### src/rtl/aes_enc_key_ctrl_pkg.sv
// ----------------------------------------------------------------------------
// aes_enc_key_ctrl_pkg
// Shared defaults, controller state encoding and the debug status struct used
// by the AES-256 key/encryption sequencing controller and its bench.
// ----------------------------------------------------------------------------
package aes_enc_key_ctrl_pkg;

    localparam int TDATA_WIDTH_DEF  = 128;
    localparam int KEY_WIDTH_DEF    = 256;
    // Must cover the full encryption pipeline depth (14 rounds + 2).
    localparam int MAX_INFLIGHT_DEF = 16;
    localparam int MASK_CYCLES_DEF  = 2;
    localparam int EXP_TIMEOUT_DEF  = 1024;

    // Controller state encoding.
    typedef logic [1:0] ctrl_state_t;
    localparam ctrl_state_t ST_IDLE   = 2'd0;
    localparam ctrl_state_t ST_EXPAND = 2'd1;
    localparam ctrl_state_t ST_RUN    = 2'd2;
    localparam ctrl_state_t ST_DRAIN  = 2'd3;

    // Debug view of the controller internals.
    typedef struct packed {
        ctrl_state_t state;
        logic        in_frame;
        logic        drain_req;
    } ctrl_dbg_t;

endpackage

### src/rtl/aes_enc_key_ctrl_if.sv
// ----------------------------------------------------------------------------
// aes_enc_key_ctrl_if
// Groups the stream-side signals of the controller:
//   key_*      user key stream (KEY_WIDTH data, valid/ready)
//   s_*        user plaintext stream (TDATA_WIDTH data, valid/ready/last)
//   enc_*      plaintext towards the encryption engine input
//   enc_out_fire  one ciphertext beat retired by the engine output
// Handshake: a beat transfers on a rising clock edge where valid and ready
// are both 1. A source holds data/last stable and keeps valid asserted until
// the transfer; ready may change freely and may depend on valid.
// master: the user/engine side; slave: the controller.
// ----------------------------------------------------------------------------
interface aes_enc_key_ctrl_if
    import aes_enc_key_ctrl_pkg::*;
#(
    parameter int TDATA_WIDTH = TDATA_WIDTH_DEF,
    parameter int KEY_WIDTH   = KEY_WIDTH_DEF
);
    logic [KEY_WIDTH-1:0]   key_tdata;
    logic                   key_tvalid;
    logic                   key_tready;

    logic [TDATA_WIDTH-1:0] s_tdata;
    logic                   s_tvalid;
    logic                   s_tlast;
    logic                   s_tready;

    logic [TDATA_WIDTH-1:0] enc_tdata;
    logic                   enc_tvalid;
    logic                   enc_tlast;
    logic                   enc_tready;

    logic                   enc_out_fire;

    modport master (
        output key_tdata, key_tvalid, s_tdata, s_tvalid, s_tlast, enc_tready, enc_out_fire,
        input  key_tready, s_tready, enc_tdata, enc_tvalid, enc_tlast
    );

    modport slave (
        input  key_tdata, key_tvalid, s_tdata, s_tvalid, s_tlast, enc_tready, enc_out_fire,
        output key_tready, s_tready, enc_tdata, enc_tvalid, enc_tlast
    );
endinterface

### src/rtl/aes_enc_key_ctrl_inflight_counter.sv
// ----------------------------------------------------------------------------
// aes_inflight_counter
// Saturating up/down counter of blocks accepted by the encryption engine but
// not yet retired.
//   clk, rst_n   clock, async active-low reset
//   inc_i        one block accepted
//   dec_i        one block retired
//   count_o      current count (0..MAX_COUNT)
//   full_o       count == MAX_COUNT
//   empty_o      count == 0
// Simultaneous inc/dec leaves the count unchanged. A retire at zero is a
// protocol error and is absorbed (no wrap); an accept at MAX_COUNT is ignored.
// ----------------------------------------------------------------------------
module aes_inflight_counter
    import aes_enc_key_ctrl_pkg::*;
#(
    parameter  int MAX_COUNT = MAX_INFLIGHT_DEF,
    localparam int CW        = $clog2(MAX_COUNT + 1)
) (
    input  logic          clk,
    input  logic          rst_n,
    input  logic          inc_i,
    input  logic          dec_i,
    output logic [CW-1:0] count_o,
    output logic          full_o,
    output logic          empty_o
);
    logic [CW-1:0] count_q;
    logic [CW-1:0] count_d;

    always_comb begin
        count_d = count_q;
        if (inc_i && !dec_i && (count_q != CW'(MAX_COUNT))) begin
            count_d = count_q + CW'(1);
        end else if (dec_i && !inc_i && (count_q != '0)) begin
            count_d = count_q - CW'(1);
        end
    end

    always_ff @(posedge clk or negedge rst_n) begin
        if (!rst_n) begin
            count_q <= '0;
        end else begin
            count_q <= count_d;
        end
    end

    assign count_o = count_q;
    assign full_o  = (count_q == CW'(MAX_COUNT));
    assign empty_o = (count_q == '0);
endmodule

### src/rtl/aes_enc_key_ctrl.sv
// ----------------------------------------------------------------------------
// aes_enc_key_ctrl
// Sequences AES-256 key expansion and the encryption engine: loads keys,
// holds plaintext until round keys are valid, and swaps keys only at frame
// boundaries once every in-flight block has left the engine.
//   clk, resetn         clock, async active-low reset
//   bus (slave)         key stream, plaintext stream, engine input stream,
//                       engine retire strobe
//   aes_key_o           key towards key expansion
//   aes_key_valid_o     key valid towards key expansion
//   round_keys_valid_i  round keys ready from key expansion
//   keys_loaded_o       engine holds valid round keys
//   inflight_o          blocks accepted by the engine and not yet retired
//   err_timeout_o       sticky key expansion timeout
//   dbg_o               state / in_frame / drain request
// The plaintext path is a zero-latency combinational pass-through gated by
// the controller state and the in-flight count.
// ----------------------------------------------------------------------------
module aes_enc_key_ctrl
    import aes_enc_key_ctrl_pkg::*;
#(
    parameter  int TDATA_WIDTH  = TDATA_WIDTH_DEF,
    parameter  int KEY_WIDTH    = KEY_WIDTH_DEF,
    parameter  int MAX_INFLIGHT = MAX_INFLIGHT_DEF,
    parameter  int MASK_CYCLES  = MASK_CYCLES_DEF,
    parameter  int EXP_TIMEOUT  = EXP_TIMEOUT_DEF,
    localparam int IW           = $clog2(MAX_INFLIGHT + 1)
) (
    input  logic                 clk,
    input  logic                 resetn,
    aes_enc_key_ctrl_if.slave    bus,
    output logic [KEY_WIDTH-1:0] aes_key_o,
    output logic                 aes_key_valid_o,
    input  logic                 round_keys_valid_i,
    output logic                 keys_loaded_o,
    output logic [IW-1:0]        inflight_o,
    output logic                 err_timeout_o,
    output ctrl_dbg_t            dbg_o
);
    localparam int CNT_W = $clog2(EXP_TIMEOUT);

    ctrl_state_t          state_q,     state_d;
    logic [KEY_WIDTH-1:0] key_q,       key_d;
    logic [KEY_WIDTH-1:0] pend_q,      pend_d;
    logic                 key_valid_q, key_valid_d;
    logic                 loaded_q,    loaded_d;
    logic                 err_q,       err_d;
    logic                 in_frame_q,  in_frame_d;
    logic                 drain_req_q, drain_req_d;
    logic [CNT_W-1:0]     cnt_q,       cnt_d;

    logic                   beat_gate;
    logic                   beat_fire;
    logic                   key_ready;
    logic                   key_fire;
    logic                   inflight_full;
    logic                   inflight_empty;
    logic [TDATA_WIDTH-1:0] beat_data;

    // Engine-side occupancy.
    aes_inflight_counter #(
        .MAX_COUNT (MAX_INFLIGHT)
    ) u_inflight (
        .clk     (clk),
        .rst_n   (resetn),
        .inc_i   (beat_fire),
        .dec_i   (bus.enc_out_fire),
        .count_o (inflight_o),
        .full_o  (inflight_full),
        .empty_o (inflight_empty)
    );

    // Plaintext pass-through.
    assign beat_gate      = (state_q == ST_RUN) && !inflight_full && !drain_req_q;
    assign beat_fire      = bus.s_tvalid && bus.enc_tready && beat_gate;
    assign beat_data      = bus.s_tdata;
    assign bus.enc_tdata  = beat_data;
    assign bus.enc_tlast  = bus.s_tlast;
    assign bus.enc_tvalid = bus.s_tvalid && beat_gate;
    assign bus.s_tready   = bus.enc_tready && beat_gate;

    // In RUN a key is only taken between frames. A first beat with tlast=0
    // accepted in this very cycle opens a frame, so the key is refused too;
    // otherwise the rest of that frame would go out under the new key.
    // resetn forces ready low while reset is held.
    assign key_ready = resetn &&
                       ((state_q == ST_IDLE) ||
                        ((state_q == ST_RUN) && !in_frame_q && !(beat_fire && !bus.s_tlast)));
    assign key_fire       = bus.key_tvalid && key_ready;
    assign bus.key_tready = key_ready;

    always_comb begin
        in_frame_d = in_frame_q;
        if (beat_fire) begin
            in_frame_d = !bus.s_tlast;
        end
    end

    always_comb begin
        state_d     = state_q;
        key_d       = key_q;
        pend_d      = pend_q;
        key_valid_d = key_valid_q;
        loaded_d    = loaded_q;
        err_d       = err_q;
        drain_req_d = drain_req_q;
        cnt_d       = cnt_q;
        case (state_q)
            ST_IDLE: begin
                if (key_fire) begin
                    key_d       = bus.key_tdata;
                    key_valid_d = 1'b1;
                    cnt_d       = '0;
                    state_d     = ST_EXPAND;
                end
            end
            ST_EXPAND: begin
                // round_keys_valid_i may still reflect the previous key for
                // the first MASK_CYCLES cycles, so it is not trusted yet.
                key_valid_d = 1'b1;
                if ((cnt_q >= CNT_W'(MASK_CYCLES)) && round_keys_valid_i) begin
                    loaded_d = 1'b1;
                    state_d  = ST_RUN;
                end else if (cnt_q == CNT_W'(EXP_TIMEOUT - 1)) begin
                    err_d       = 1'b1;
                    key_valid_d = 1'b0;
                    state_d     = ST_IDLE;
                end else begin
                    cnt_d = cnt_q + CNT_W'(1);
                end
            end
            ST_RUN: begin
                if (key_fire) begin
                    pend_d      = bus.key_tdata;
                    drain_req_d = 1'b1;
                    state_d     = ST_DRAIN;
                end
            end
            ST_DRAIN: begin
                // The one-cycle drop of key valid makes key expansion see a
                // fresh key edge.
                if (inflight_empty) begin
                    key_d       = pend_q;
                    key_valid_d = 1'b0;
                    loaded_d    = 1'b0;
                    drain_req_d = 1'b0;
                    cnt_d       = '0;
                    state_d     = ST_EXPAND;
                end
            end
            default: begin
                state_d = ST_IDLE;
            end
        endcase
    end

    always_ff @(posedge clk or negedge resetn) begin
        if (!resetn) begin
            state_q     <= ST_IDLE;
            key_q       <= '0;
            pend_q      <= '0;
            key_valid_q <= 1'b0;
            loaded_q    <= 1'b0;
            err_q       <= 1'b0;
            in_frame_q  <= 1'b0;
            drain_req_q <= 1'b0;
            cnt_q       <= '0;
        end else begin
            state_q     <= state_d;
            key_q       <= key_d;
            pend_q      <= pend_d;
            key_valid_q <= key_valid_d;
            loaded_q    <= loaded_d;
            err_q       <= err_d;
            in_frame_q  <= in_frame_d;
            drain_req_q <= drain_req_d;
            cnt_q       <= cnt_d;
        end
    end

    assign aes_key_o       = key_q;
    assign aes_key_valid_o = key_valid_q;
    assign keys_loaded_o   = loaded_q;
    assign err_timeout_o   = err_q;

    always_comb begin
        dbg_o           = '0;
        dbg_o.state     = state_q;
        dbg_o.in_frame  = in_frame_q;
        dbg_o.drain_req = drain_req_q;
    end
endmodule

### src/flat_wrapper.sv
// flat-port wrapper written by rule: the top's interface ports become plain ports
module aes_enc_key_ctrl_flat import aes_enc_key_ctrl_pkg::*;
#(
    parameter  int TDATA_WIDTH  = TDATA_WIDTH_DEF,
    parameter  int KEY_WIDTH    = KEY_WIDTH_DEF,
    parameter  int MAX_INFLIGHT = MAX_INFLIGHT_DEF,
    parameter  int MASK_CYCLES  = MASK_CYCLES_DEF,
    parameter  int EXP_TIMEOUT  = EXP_TIMEOUT_DEF,
    localparam int IW           = $clog2(MAX_INFLIGHT + 1)
)
  (clk, resetn, aes_key_o, aes_key_valid_o, round_keys_valid_i, keys_loaded_o, inflight_o, err_timeout_o, dbg_o, bus_key_tdata, bus_key_tvalid, bus_s_tdata, bus_s_tvalid, bus_s_tlast, bus_enc_tready, bus_enc_out_fire, bus_key_tready, bus_s_tready, bus_enc_tdata, bus_enc_tvalid, bus_enc_tlast);
  aes_enc_key_ctrl_if #(.TDATA_WIDTH(TDATA_WIDTH), .KEY_WIDTH(KEY_WIDTH)) bus_i ();
  input  logic clk;
  input  logic resetn;
  output logic [KEY_WIDTH-1:0] aes_key_o;
  output logic aes_key_valid_o;
  input  logic round_keys_valid_i;
  output logic keys_loaded_o;
  output logic [IW-1:0] inflight_o;
  output logic err_timeout_o;
  output ctrl_dbg_t dbg_o;
  input wire logic [$bits(bus_i.key_tdata)-1:0] bus_key_tdata;
  input wire logic [$bits(bus_i.key_tvalid)-1:0] bus_key_tvalid;
  input wire logic [$bits(bus_i.s_tdata)-1:0] bus_s_tdata;
  input wire logic [$bits(bus_i.s_tvalid)-1:0] bus_s_tvalid;
  input wire logic [$bits(bus_i.s_tlast)-1:0] bus_s_tlast;
  input wire logic [$bits(bus_i.enc_tready)-1:0] bus_enc_tready;
  input wire logic [$bits(bus_i.enc_out_fire)-1:0] bus_enc_out_fire;
  output wire logic [$bits(bus_i.key_tready)-1:0] bus_key_tready;
  output wire logic [$bits(bus_i.s_tready)-1:0] bus_s_tready;
  output wire logic [$bits(bus_i.enc_tdata)-1:0] bus_enc_tdata;
  output wire logic [$bits(bus_i.enc_tvalid)-1:0] bus_enc_tvalid;
  output wire logic [$bits(bus_i.enc_tlast)-1:0] bus_enc_tlast;
  assign bus_i.key_tdata = bus_key_tdata;
  assign bus_i.key_tvalid = bus_key_tvalid;
  assign bus_i.s_tdata = bus_s_tdata;
  assign bus_i.s_tvalid = bus_s_tvalid;
  assign bus_i.s_tlast = bus_s_tlast;
  assign bus_i.enc_tready = bus_enc_tready;
  assign bus_i.enc_out_fire = bus_enc_out_fire;
  assign bus_key_tready = bus_i.key_tready;
  assign bus_s_tready = bus_i.s_tready;
  assign bus_enc_tdata = bus_i.enc_tdata;
  assign bus_enc_tvalid = bus_i.enc_tvalid;
  assign bus_enc_tlast = bus_i.enc_tlast;
  aes_enc_key_ctrl #(.TDATA_WIDTH(TDATA_WIDTH), .KEY_WIDTH(KEY_WIDTH), .MAX_INFLIGHT(MAX_INFLIGHT), .MASK_CYCLES(MASK_CYCLES), .EXP_TIMEOUT(EXP_TIMEOUT)) u_core (.clk(clk), .resetn(resetn), .bus(bus_i), .aes_key_o(aes_key_o), .aes_key_valid_o(aes_key_valid_o), .round_keys_valid_i(round_keys_valid_i), .keys_loaded_o(keys_loaded_o), .inflight_o(inflight_o), .err_timeout_o(err_timeout_o), .dbg_o(dbg_o));
endmodule
### config.mk
export PLATFORM = sky130hd
export DESIGN_NAME = aes_enc_key_ctrl_flat
export DESIGN_NICKNAME = d
export VERILOG_FILES = /design/src/rtl/aes_enc_key_ctrl_pkg.sv /design/src/rtl/aes_enc_key_ctrl_if.sv /design/src/rtl/aes_enc_key_ctrl_inflight_counter.sv /design/src/rtl/aes_enc_key_ctrl.sv /design/src/flat_wrapper.sv
export SDC_FILE = /design/constraint.sdc
export NUM_CORES = 1
export LEC_CHECK = 0
export BUFFER_PORTS_ARGS = -buffer_cell sky130_fd_sc_hd__buf_2
export CAP_MARGIN = 5
export CORE_AREA = 2 2 309 311
export DETAILED_ROUTE_END_ITERATION = 8
export DIE_AREA = 0 0 311 313
export PLACE_DENSITY = 0.46
export SLEW_MARGIN = 20
export SYNTH_ARGS = -nofsm -noshare
export SYNTH_HDL_FRONTEND = slang
export SYNTH_SLANG_ARGS = --single-unit
### constraint.sdc
create_clock -name clk -period 5.9 [get_ports clk]
set_clock_uncertainty 0.05 [all_clocks]
set_input_delay 1.18 -clock clk [delete_from_list [all_inputs] [get_ports clk]]
set_output_delay 1.18 -clock clk [all_outputs]
set_load 0.1 [all_outputs]
* After elaboration in Yosys (flattened, before gate mapping)
Cells that the tools add are included.
** Cells by class
- Add/subtract/negate cells :: 3
- Order comparisons :: 1
- Eq/ne operators :: 13
- Muxes and demuxes :: 24
- Bitwise operators :: 1
- Reduce and logical (&&, ||, !) cells :: 40
** Operators by type and width (count)
- $mux 256 :: 2
- $pmux 256 s2 :: 1
- $mux 10 :: 4
- $pmux 10 s3 :: 1
- $logic_and 1x1->1 :: 16
- $reduce_and 3->1 :: 5
- $add 10x1->10 const B :: 1
- $eq 10x10->1 const B :: 1
- $ge 10x2->1 const B :: 1
- $mux 2 :: 5
- $mux 5 :: 2
- $ne 2x1->1 const B :: 4
- $pmux 2 s4 :: 1
- $reduce_bool 2->1 :: 4
- $logic_not 1->1 :: 7
- $add 5x1->5 const B :: 1
- $eq 5x5->1 const B :: 1
- $logic_not 5->1 :: 1
- $mux 1 :: 5
- $ne 5x5->1 const B :: 1
- $reduce_and 5->1 :: 1
- $reduce_bool 5->1 :: 1
- $sub 5x1->5 const B :: 1
- $eq 2x2->1 const B :: 2
- 11 further kinds :: 13
** Word-level totals
- Flip-flop bits (word level) :: 534
- Input port bits :: 392
- Output and inout bits :: 400
- Word-level logic and storage cells :: 92

* Logic depth before layout (Yosys ltp)
Gate-level depths: netlist (run 1).
- Depth after elaboration :: 13
- Gate-level depth with buffers :: 13
- Depth with buffers taken out :: 13

* Hierarchy
Synthesis (run 1) repeated with hierarchy kept, for this count alone.
** Second synthesis, totals
- Cells, all modules :: 2003
- Area, all modules :: 23417.5 um^2
** Modules (own cells, without submodules)
- aes_enc_key_ctrl :: times used 1, cells an instance 1962, area each 23009.6 um^2, sequential area each 13237.7 um^2
- aes_inflight_counter :: times used 1, cells an instance 41, area each 407.9 um^2, sequential area each 125.1 um^2

* Least setup slack after synthesis (run 1)
OpenSTA, ideal clock, no wires.
- Path kind :: reg2out
- Start :: register u_core.state_q[0]
- End :: output port bus_key_tready
- Arrival :: 4.100 ns
- Data required time :: 4.670 ns
- Path slack :: 0.570 ns
- Stages on the path, launching flop included :: 5
- Path buffers :: 0
- Cells stage by stage :: dfrtp_1 -> inv_1 -> ha_1 -> nor2b_1 -> a311oi_1
** On the way
- Longest elaborated chain between the ends :: 9
- Elaborated cells between the ends (all ways) :: 11
- Those cells by class :: 1 x eq/ne; 10 x reduce/logical
** RTL lines
- start, declared :: line aes_enc_key_ctrl.sv:42 : ctrl_state_t state_q, state_d;
- start signal, assigned :: line aes_enc_key_ctrl.sv:169 : state_q <= state_d;
- $eq 2x2->1 :: line aes_enc_key_ctrl.sv:74, aes_enc_key_ctrl.sv:88
- $logic_and 1x1->1 (2 in a row) :: line aes_enc_key_ctrl.sv:74 : assign beat_gate = (state_q == ST_RUN) && !inflight_full && !drain_req_q;
- $logic_and 1x1->1 :: line aes_enc_key_ctrl.sv:75 : assign beat_fire = bus.s_tvalid && bus.enc_tready && beat_gate;
- $logic_and 1x1->1 :: line aes_enc_key_ctrl.sv:88 : ((state_q == ST_RUN) && !in_frame_q && !(beat_fire && !bus.s_tlast)));
- $logic_not 1->1 :: line aes_enc_key_ctrl.sv:88
- $logic_and 1x1->1 :: line aes_enc_key_ctrl.sv:88
- $logic_or 1x1->1 (*) :: line aes_enc_key_ctrl.sv:87 : ((state_q == ST_IDLE) ||
- $logic_and 1x1->1 (*) :: line aes_enc_key_ctrl.sv:86 : assign key_ready = resetn &&
- end, declared :: line flat_wrapper.sv:29 : output wire logic [$bits(bus_i.key_tready)-1:0] bus_key_tready;
Every way passes the cells marked *; elsewhere a longest branch is shown, timed or not.

* Worst setup path in the final report (run 1)
- Start :: register u_core.u_inflight.count_q[0] (netlist: u_core.u_inflight.count_o[0])
- End :: output port bus_key_tready
** On the way
- Longest elaborated chain between the ends :: 10
** RTL lines
- start, declared :: line aes_enc_key_ctrl_inflight_counter.sv:28 : logic [CW-1:0] count_q;
- start signal, assigned :: line aes_enc_key_ctrl_inflight_counter.sv:44 : count_q <= count_d;
- $eq 5x5->1 :: line aes_enc_key_ctrl_inflight_counter.sv:49 : assign full_o = (count_q == CW'(MAX_COUNT));
- $logic_not 1->1 :: line aes_enc_key_ctrl.sv:74
- $logic_and 1x1->1 (2 in a row) :: line aes_enc_key_ctrl.sv:74
- $logic_and 1x1->1 :: line aes_enc_key_ctrl.sv:75
- $logic_and 1x1->1 :: line aes_enc_key_ctrl.sv:88
- $logic_not 1->1 :: line aes_enc_key_ctrl.sv:88
- $logic_and 1x1->1 :: line aes_enc_key_ctrl.sv:88
- $logic_or 1x1->1 :: line aes_enc_key_ctrl.sv:87
- $logic_and 1x1->1 :: line aes_enc_key_ctrl.sv:86
Every way passes these cells.

==> metrics.md, run 1 <==
| Metric | Value |
|---|---|
| Status | complete, no violations |
| Synth Instances | 1,949 |
| Vias per cell | 4.39 |
| CP endpoint | bus_key_tready |
| Crit path from | u_core.u_inflight.count_o[0] |
| Clk pin slew, worst setup/hold paths | 0.06 ns |
| Setup bufs post-CTS | 0 |
| DR WL/cell | 18.7 um |
| Vias in the first global route | 16,700 |
| CP delay by family, top | simple AND/OR/NAND/NOR gates |
| Setup violators final | 0 |
| Synth cell types | 56 |
| TritonRoute pass-1 iters | 7 |
| CTS tree | done |
| Critical Path, Cell by Cell | nor4_1 -> nand2_1 -> a311oi_1 -> buf_2 |
| Final antenna-violating net count | 0 |
| Sequential area share after synthesis | 56.2% |
| Crit path required time | 4.67 ns |
| Critical Path Start Type | flop |
| DR iter-0 viols | 717 |
| Crit path depth | 4 |
| Synthesized flop and latch total | 534 |
| First-pass GRT wire length | 103,000 um |
| CTS Buffer Depth | 3 |
| Tot GR Track Use | 13.7% |
| Die Y | 313 um |
| Num rows | 113 |
| Relative slew slack | 32.5% |
| Largest net degree at the start of global routing | 165 |
| Slew Viols, Final | 0 |
| Initial antenna violation count | 24 |
| Total Negative Setup Slacks | 0 ns |
| H-tree level count | 3 |
| Post-synthesis instance area | 23,800 um2 |
| # fillers | 9,752 |
| Hold Vio Cnt, Final | 0 |
| Routability cong. | 0.804 |
| Worst hold path class | primary input to async pin |
| I/O pins | 792 |
| MaxCap Viol Count | 0 |
| Port Buf Inserts | 535 |
| Final HPWL DP | 48,100 um |
| Reg-to-reg setup timing slack | 2.56 ns |
| Critical Path AT | 2.56 ns |
| Synth Warn # | 0 |
| Worst R2R Path Depth | 8 |
| Via Count | 16,000 |
| Initial Util | 25.3% |
| Placed cells | 3,525 |
| Tcrit/Tclk final | 64.2% |
| Skew-Pair Late Insertion Delay | 0.61 ns |
| Die Wd | 311 um |
| Final cell count without fillers | 3,651 |
| Average cell area after synthesis | 12.2 um2 |
| CP peak stage delay | 0.48 ns |
| Post-route minimum period | 3.79 ns |
| Clk sink count | 534 |
| Root Driver | clkbuf_16 |
| Area grow syn2layout | 21.3% |
| Worst-Margin Slew | 1.01 ns |
| Slowest-stage cell, CP | buf_2 |
| Drt drc | 0 |
| Fmax | 264 MHz |
| Gates resized, CTS repair | 0 |
| FF-to-FF Start | u_core.state_q[0] |
| Hold-fix buffers, CTS | 0 |
| Synth Flop Type | dfrtp_1 |
| Share of flip-flops with an asynchronous set or reset | 100% |
| CTS Buf Count | 66 |
| RSZ-0062 raised after global routing | no |
| Syn_nets | 2,353 |
| CP max FO | 7 |
| Post-synth EDFFs | 0 |
| Ratio of cells with drive above 1 in the final layout | 39.4% |
| Core area | 94,200 um2 |
| Critical Path End Type | primary output |
| Die Area | 97,300 um2 |
| WS Path Type | flop to primary output |
| Nets | 2,733 |
| R2R Path End | u_core.pend_q[244] |
| Final WL | 68,200 um |
| Overflow after GRT | 0 |
| Number of buffer and inverter stages on the critical path | 1 |
==> routing by layer <==
layer,GRT usage [%],vias up,share of wire (%)
met3,6.48,162,9.9
met2,22.8,547,49
met1,14.2,7841,37
met4,7.54,24,4.6
met5,0.290,-,0.26
li1,-,7443,-
==> placed cells by master, fill, tap and decap left out, types with 3 or more instances in the layout <==
cell type  Yosys  layout
nand2_1       17      17
a21o_1         3       3
buf_2         41     534
clkbuf_8       0      14
buf_12         0       9
o211ai_1       5       5
or4_1          4       4
mux2_2       259     259
and3_1         4       4
clkinv_2       0      12
diode_2        0      13
nor2_1       260     260
inv_1         12      12
o21ai_0        8       8
nor2b_1        3       3
nor3_1         3       3
xnor2_1        3       3
a21oi_1      265     265
buf_4        155      13
ha_1          11      10
dfrtp_1      534     534
clkbuf_16      0      67
clkbuf_1      30       9
bufinv_16      0       3
nand3_1       10      10
mux2i_1      259     259
==> cell type report <==
class                   count  area (um2)  area share (%)
diodes                     13        32.5           0.113
multi-input cells        1157        8690            30.1
repair buffers            558        2990            10.4
clock inverters            22         236           0.820
clock buffers              90        1900            6.60
inverters                  12        45.0           0.156
flip-flops and latches    534       13400            46.3
well taps                1265        1580            5.49
==> synthesized netlist by cell type (all sizes together) (2+ instances only) <==
cell / number / area share, %
buf: 216 / 6.7
nor2: 261 / 4.1
and3: 4 / 0.11
o211ai: 5 / 0.16
nor4: 2 / 0.053
nor2b: 3 / 0.079
o21ai: 9 / 0.19
nand2b: 2 / 0.053
clkbuf: 30 / 0.47
nand3: 10 / 0.21
mux2i: 259 / 11
mux2: 260 / 12
o41ai: 3 / 0.19
a31oi: 2 / 0.053
a21o: 3 / 0.095
ha: 11 / 0.58
nand2: 18 / 0.29
or3: 2 / 0.053
nor3: 3 / 0.063
dfrtp: 534 / 56
xnor2: 3 / 0.11
or4: 7 / 0.26
inv: 12 / 0.19
a21oi: 266 / 5.6
a22o: 2 / 0.074
a211oi: 3 / 0.12
==> cell families (layout without fill, tap and decap cells) <==
family	count (synthesis)	after routing	synth area share, %
and+or+nand+nor	319	319	5.56
muxes	519	519	23.2
adders and majority gates	12	12	0.663
other	0	13	0
DFF	534	534	56.2
buffers and inverters	258	682	7.37
xor gates and xnor gates	3	3	0.110
AOI/OAI and AO/OA	304	304	6.89
==> stage by stage <==
step / worst slack, ns / hold WS (ns) / utilization [%] / instance area (um2)
after floorplan: 0.570 / 0.429 / - / 23800
after global placement: 2.13 / 0.399 / 28.3 / 26600
after detailed placement: 2.13 / 0.403 / 28.3 / 26600
after CTS: 2.05 / 0.342 / 30.6 / 28800
after global routing: 1.90 / 0.352 / 30.6 / 28800
final: 2.11 / 0.388 / 30.6 / 28800
==> state kept, by name (all words and copies together) (netlist names), 2 cells and up <==
name and flops:
u_core.aes_key_o 256, u_core.pend_q 256, u_core.cnt_q 10, u_core.u_inflight.count_o 5, u_core.state_q 2
==> worst min path at each step <==
stage                         startpoint                   end  cells after the start
finish                            resetn  u_core.aes_key_o[50]                      1
global route                      resetn  u_core.aes_key_o[50]                      1
CTS                               resetn     u_core.pend_q[53]                      1
detailed placement  u_core.err_timeout_o  u_core.err_timeout_o                      1
global placement    u_core.err_timeout_o  u_core.err_timeout_o                      1
floorplan               u_core.pend_q[0]      u_core.pend_q[0]                      1
Power of run 1 is not shown: default switching activity piles up to over one toggle a cycle in this logic, so the estimate is an artifact.
==> run 2: changes to the inputs <==
--- a/config.mk
+++ b/config.mk
@@ -7,10 +7,10 @@
 export LEC_CHECK = 0
 export BUFFER_PORTS_ARGS = -buffer_cell sky130_fd_sc_hd__buf_2
 export CAP_MARGIN = 5
-export CORE_AREA = 2 2 309 311
+export CORE_AREA = 2 2 311 313
 export DETAILED_ROUTE_END_ITERATION = 8
-export DIE_AREA = 0 0 311 313
-export PLACE_DENSITY = 0.46
+export DIE_AREA = 0 0 313 315
+export PLACE_DENSITY = 0.45
 export SLEW_MARGIN = 20
 export SYNTH_ARGS = -nofsm -noshare
 export SYNTH_HDL_FRONTEND = slang
==> constraint.sdc (replaced) <==
create_clock -name clk -period 3.8 [get_ports clk]
set_clock_uncertainty 0.05 [all_clocks]
set_input_delay 0.76 -clock clk [delete_from_list [all_inputs] [get_ports clk]]
set_output_delay 0.76 -clock clk [all_outputs]
set_load 0.1 [all_outputs]
==> metrics.md, run 2 (same netlist as run 1, synthesis figures left out) <==
| Metric | Value |
|---|---|
| CTS tree | done |
| CTS Buffer Depth | 3 (unchanged) |
| Overflow after GRT | 0 (unchanged) |
| Post-route minimum period | 3.26 ns |
| Commonest non-fill, non-tap cell in the layout | dfrtp_1 |
| Routability cong. | 0.814 (+1.1%) |
| Skew-Pair Late Insertion Delay | 0.62 ns (about the same) |
| Relative slew slack | 31.4% (-1.1 points) |
| CP max FO | 27 (+20) |
| Root Driver | clkbuf_16 |
| Final HPWL DP | 49,900 um (+3.7%) |
| Total Negative Setup Slacks | 0 ns (unchanged) |
| Tcrit/Tclk final | 85.7% |
| Die Wd | 313 um (+0.64%) |
| H-tree level count | 3 (unchanged) |
| Final WL | 70,100 um (+2.7%) |
| Vias per cell | 4.38 (about the same) |
| Worst-Margin Slew | 1.03 ns (+0.0159 ns) |
| Gates resized, CTS repair | 0 (unchanged) |
| Initial Util | 24.8% (-0.41 points) |
| Status | complete, no violations |
| First-pass GRT wire length | 104,000 um (+0.76%) |
| Area grow syn2layout | 22.8% |
| Die Area | 98,600 um2 (+1.3%) |
| Crit path required time | 2.99 ns (-1.68 ns) |
| Critical Path AT | 2.45 ns (-0.11 ns) |
| Tot GR Track Use | 13.8% (+0.091 points) |
| Largest net degree at the start of global routing | 159 (-3.6%) |
| DR iter-0 viols | 750 (+4.6%) |
| Setup bufs post-CTS | 0 (unchanged) |
| Clk pin slew, worst setup/hold paths | 0.06 ns (about the same) |
| Ratio of cells with drive above 1 in the final layout | 39.6% (+0.20 points) |
| Vias in the first global route | 16,700 (-0.030%) |
| MaxCap Viol Count | 0 (unchanged) |
| Core area | 95,700 um2 (+1.6%) |
| Fmax | 307 MHz |
| Most frequent cells in the layout | dfrtp_1 (534), buf_2 (533), a21oi_1 (265) |
| RSZ-0062 raised after global routing | no |
| DR WL/cell | 19.0 um (+1.8%) |
| Hold Vio Cnt, Final | 0 (unchanged) |
| Via Count | 16,100 (+0.80%) |
| I/O pins | 792 (unchanged) |
| Port Buf Inserts | 535 (unchanged) |
| # fillers | 9,894 (+1.5%) |
| Final antenna-violating net count | 0 (unchanged) |
| Critical Path End Type | primary output |
| Slew Viols, Final | 0 (unchanged) |
| Die Y | 315 um (+0.64%) |
| WS Path Type | primary input to primary output |
| TritonRoute pass-1 iters | 5 (-2) |
| Num rows | 114 (+0.88%) |
| Initial antenna violation count | 20 (-17%) |
| Setup violators final | 0 (unchanged) |
| Register Area | 13,400 um2 (unchanged) |
| Drt drc | 0 (unchanged) |
| Nets | 2,752 (+0.70%) |
| Worst hold path class | primary input to flop |
| CTS Buf Count | 66 (unchanged) |
| Hold-fix buffers, CTS | 1 (+1) |
| Critical Path Start Type | primary input |
| Multi-input gate area | 8710 um2 (+0.20%) |
| Clk sink count | 534 (unchanged) |
run 2: cell types whose count changed in the layout (fill, tap and decap cells not counted), moves of 2 or more:
cell / previous run / this run
inv_6: 2 / 4
buf_4: 13 / 24
clkinv_2: 12 / 2
clkbuf_1: 9 / 20
diode_2: 13 / 8
bufinv_16: 3 / 7
buf_12: 9 / 18
run 2: critical path, cell delays in order:
cell	delay (ns)
dlygate4sd3_1	0.66
buf_8	0.31
inv_1	0.11
a311oi_4	0.34
buf_12	0.23
run 2: final cells by class:
| type | instances | share of cell area [%] |
|---|---|---|
| Timing Repair Buffer | 577 | 11.1 |
| Antenna cell | 8 | 0.0685 |
| Tap cell | 1276 | 5.46 |
| Inverter | 12 | 0.154 |
| Clock buffer | 101 | 6.62 |
| Multi-Input combinational cell | 1157 | 29.8 |
| Sequential cell | 534 | 45.7 |
| Clock inverter | 18 | 1.09 |
run 2: final timing paths:
check,startpoint,endpoint,slack [ns],cells past startpoint
worst max-delay path,resetn,bus_key_tready,0.54,5
worst min-delay path,bus_s_tlast,u_core.in_frame_q,0.30,2
worst max register to register,u_core.state_q[0],u_core.u_inflight.count_o[4],0.63,12
worst min register to register,u_core.pend_q[171],u_core.pend_q[171],0.45,1
max in group asynchronous,resetn,u_core.pend_q[203],1.25,4
min in group asynchronous,resetn,u_core.pend_q[92],0.68,2
run 2: metrics by stage:
stage	hold WS (ns)	instances	cell area [um2]	worst slack (ns)	util [%]
2_1_floorplan	0.414	1949	23800	0.398	-
3_3_place_gp	0.422	3555	26900	0.644	28.1
3_5_place_dp	0.435	3555	26900	0.617	28.1
4_1_cts	0.236	3675	29200	0.476	30.5
5_1_grt	0.271	3682	29200	0.241	30.5
6_report	0.302	3683	29200	0.542	30.5
run 2: per-layer routing:
layer / vias to the layer above / part of all wire [%] / GRT usage [%]
met5: - / 0.24 / 0.290
met4: 24 / 3.5 / 6.20
met3: 156 / 9.6 / 5.95
met2: 550 / 51 / 24.2
met1: 7951 / 36 / 14.1
li1: 7464 / - / -
Power of run 2 is left out for the same reason.
